===== config.mk =====
export PLATFORM = sky130hd
export DESIGN_NAME = sipo_deserializer
export DESIGN_NICKNAME = d
export VERILOG_FILES = /design/src/rtl/sipo_deserializer.sv
export SDC_FILE = /design/constraint.sdc
export NUM_CORES = 1
export LEC_CHECK = 0
export ABC_AREA = 1
export CORE_AREA = 4 4 41 43
export DETAILED_ROUTE_END_ITERATION = 8
export DIE_AREA = 0 0 45 47
export SYNTH_ARGS = -nofsm -noshare
export SYNTH_HDL_FRONTEND = slang
export SYNTH_SLANG_ARGS = --single-unit

===== constraint.sdc =====
create_clock -name clk -period 1.07 [get_ports clk]
set_input_delay 0.1605 -clock clk [delete_from_list [all_inputs] [get_ports clk]]
set_output_delay 0.1605 -clock clk [all_outputs]
set_load 0.03 [all_outputs]

===== src/rtl/sipo_deserializer.sv =====
// Serial-in/parallel-out deserializer: gathers WIDTH serial bits under valid/ready
// and presents each complete word on a held parallel output with its own valid/ready.
`default_nettype none

module sipo_deserializer #(
   parameter int WIDTH     = 4,
   parameter bit MSB_FIRST = 1'b1
) (
   input  logic             clk,
   input  logic             rst,
   input  logic             s_valid,
   input  logic             s_data,
   input  logic             s_start,
   output logic             s_ready,
   output logic             p_valid,
   output logic [WIDTH-1:0] p_data,
   input  logic             p_ready
);

   localparam int                 CNT_W = (WIDTH > 2) ? $clog2(WIDTH) : 1;
   localparam logic [CNT_W-1:0]   LAST  = CNT_W'(WIDTH - 1);

   logic [CNT_W-1:0] cnt;
   logic [WIDTH-1:0] shreg;
   logic [WIDTH-1:0] base;
   logic [WIDTH-1:0] next_word;
   logic             accept;
   logic             complete;

   // Only the completing bit stalls, and only while the previous word is still unconsumed.
   always_comb begin
      s_ready   = !((cnt == LAST) && p_valid && !p_ready);
      accept    = s_valid && s_ready;
      complete  = accept && !s_start && (cnt == LAST);
      base      = s_start ? '0 : shreg;
      next_word = '0;
      if (MSB_FIRST) begin
         next_word = {base[WIDTH-2:0], s_data};
      end else begin
         next_word = {s_data, base[WIDTH-1:1]};
      end
   end

   always_ff @(posedge clk or negedge rst) begin
      if (!rst) begin
         cnt     <= '0;
         shreg   <= '0;
         p_data  <= '0;
         p_valid <= 1'b0;
      end else begin
         if (accept) begin
            shreg <= next_word;
            if (s_start) begin
               cnt <= CNT_W'(1);
            end else if (cnt == LAST) begin
               cnt <= '0;
            end else begin
               cnt <= cnt + CNT_W'(1);
            end
         end
         if (complete) begin
            p_data  <= next_word;
            p_valid <= 1'b1;
         end else if (p_ready) begin
            p_valid <= 1'b0;
         end
      end
   end

endmodule

`default_nettype wire


==> summary.md <==
| Metric | Value |
|---|---|
| Syn-to-layout area delta | `58.2%` |
| Yosys reg bits | `10` |
| Seq/Total Area, Yosys | `58.8%` |
| Largest net degree at the start of global routing | `11` |
| CP delay by family, top | `flip-flops` |
| Status | `complete, but fails checks` |
| Ant. Diodes | `0` |
| Gr busiest metal | `met2` |
| Initial Util | `32.7%` |
| Fillers | `124` |
| Slew headroom | `76.0%` |
| P_leak | `0.309 nW` |
| Fin Clk Skew | `0.00174 ns` |
| Yosys cell types | `10` |
| GRT met2 Usage | `14.7%` |
| Port bufs | `11` |
| CP endpoint kind | `output port` |
| Dpl cell area | `572 sq um` |
| DRT iter0 DRCs | `6` |
| Routability cong. | `0.658` |
| H-tree levels | `1` |
| Met1 Use GR | `11.0%` |
| CP Cell Sequence | `ha_4, nand3_4, buf_6` |
| WP buf/inv | `1` |
| CP arrival | `1.04 ns` |
| TritonRoute pass-1 iters | `4` |
| Fin crit share | `112%` |
| CTS max path bufs | `2` |
| Ys async rst share | `100%` |
| Number of global-route vias before repair | `340` |
| FMAX | `834 MHz` |
| Hold Violations, Final | `0` |
| Number of instances in the placed design | `72` |
| ANT nets after route | `0` |
| Worst VDD drop | `0.978 mV` |
| Nets | `73` |
| Clk_lat worst skew | `0.26 ns` |
| CTS tree | `yes` |
| Syn_nets | `50` |
| Via/cell ratio | `4.45` |
| Yosys warnings | `0` |
| Clock Sink Count | `10` |
| Reg clk slew, reported paths | `0.06 ns` |
| Drt wl/cell | `11.4 um` |
| Yosys top cell area share | `58.8%` |
| Worst-path maximum fanout | `2` |
| Met3 Use GR | `6.90%` |
| Max cap viols | `0` |
| Fraction of layout cells with a size suffix above 1 | `36.9%` |
| Failing checks | `negative setup slack` |
| CP Class | `register to output port` |
| CTS buffer count | `3` |
| Grt ovf | `0` |
| RSZ-0062 raised after global routing | `true` |
| Rows | `13` |
| Top-count cell post-synth | `nand2_1` |
| Routed WL | `911 um` |
| Syn avg cell area | `9.89 sq um` |
| Actual slew at the worst max-slew pin | `0.359 ns` |
| Die X | `45 um` |
| Post-layout minimum cycle time | `1.20 ns` |
| Final std cells w/o fill | `80` |
| Total GRT Usage | `9.58%` |
| Slowest cell on crit path | `dfrtp_1` |
| Post-Place Worst Slack | `-0.163 ns` |
| CP Data Required Time | `0.91 ns` |
| Synth area leader | `dfrtp_1` |
| Top cells by count, synth | `14 x nand2_1, 10 x dfrtp_1, 5 x o21ai_0` |
| Final instance area | `673 sq um` |
| CTS Root Cell | `clkbuf_4` |
| Initial antenna violation count | `0` |
| Worst min path class | `input port to async pin` |
| Die Ht | `47 um` |
| Pins Over Slew Limit | `0` |
| HPWL after detailed placement | `591 um` |
| First-pass GRT wire length | `1400 um` |
| Synth top area cells | `dfrtp_1 59%, nand2_1 12%, o21ai_0 5.9%` |
| Drt drc | `0` |
| Final setup vio count | `6` |
| I/O pin cnt | `12` |
| Mapped Cells | `43` |
| Core box area | `0.00130 sq mm` |
| Die area | `0.00212 sq mm` |
| Worst setup margin | `-0.129 ns` |
| Vias post-DR | `356` |
| PD cells | `1700 mW/mm^2` |
| Mapped Area | `425 sq um` |
| Main flop type after synthesis | `dfrtp_1` |
| Nature of the critical path startpoint | `register` |
| Number of synthesized flops with an enable pin | `0` |
| CP max stage delay | `0.41 ns` |
[cell type report]
cell class	instances	area (sq um)	share of cell area, %
flip-flops and latches	10	250	37.2
well taps	15	18.8	2.79
multi-input cells	30	209	31.0
inverters	4	15.0	2.23
repair buffers	17	144	21.4
clock buffers	4	36.3	5.39
[sequential cells by signal, summed over array words and instances, names as in the netlist]
| name | flops |
|---|---|
| p_valid | 1 |
| p_data | 4 |
| shreg | 3 |
| cnt | 2 |
[cells in the final DEF, fill, tap and decap left out]
master           count
buf_4               11
buf_6                1
clkbuf_4             3
clkbuf_8             1
clkdlybuf4s50_1      5
dfrtp_1             10
ha_4                 1
inv_1                4
nand2_1             11
nand2_2              3
nand2_8              1
nand3_4              1
nand4_2              1
nand4_4              1
nor2_1               2
o21ai_0              3
o21ai_1              6
[kinds of logic (layout without fill, tap and decap cells)]
family	Yosys count	after routing	synth area share [%]
and+or+nand+nor	19	20	24.1
adders and majority gates	1	1	2.94
AOI/OAI and AO/OA	9	9	10.6
buffers and inverters	4	25	3.53
DFF	10	10	58.8
[final timing paths]
kind / slack (ns) / endpoint / start / depth (start not counted)
worst max-delay path: -0.13 / s_ready / cnt[1]$_DFFE_PN0P_ / 3
worst min-delay path: 0.18 / cnt[0]$_DFFE_PN0P_ / rst / 2
worst max register to register: -0.05 / cnt[1]$_DFFE_PN0P_ / cnt[1]$_DFFE_PN0P_ / 6
worst min register to register: 0.49 / p_data[3]$_DFFE_PN0P_ / p_data[3]$_DFFE_PN0P_ / 2
max in group asynchronous: 0.75 / p_valid$_DFFE_PN0P_ / rst / 2
min in group clk: 0.46 / p_data[0]$_DFFE_PN0P_ / s_data / 3
[repair_timing]
item                                    CTS  global route
setup buffers                             3             0
pin swaps                                 2             1
gates cloned                              0             1
hold buffers                              0             0
gates resized for setup                   4             4
endpoints found under the setup margin    1            11
[per-stage QoR]
step / utilization [%] / power, mW / hold slack [ns] / setup TNS, ns
floorplan: - / 0.659 / -0.135 / 0
global placement: 43.9 / 0.781 / 0.462 / -0.928
detailed placement: 43.9 / 0.785 / 0.464 / -1.06
CTS: 49.5 / 1.15 / 0.176 / -0.237
global route: 51.7 / 1.23 / 0.172 / -0.845
finish: 51.7 / 1.15 / 0.180 / -0.258
[per-layer routing]
layer | up-vias | share of wire, %
met5 | - | 0
met4 | 0 | 0
met3 | 0 | 6.3
met2 | 9 | 53
met1 | 160 | 41
li1 | 187 | -
[report_power, final]
| group | switching, mW | internal [mW] |
|---|---|---|
| Sequential | 0.0432 | 0.442 |
| Combinational | 0.190 | 0.143 |
| Clock | 0.123 | 0.206 |
| Total | 0.355 | 0.791 |
Note: power is estimated with default switching activity, not from simulation.
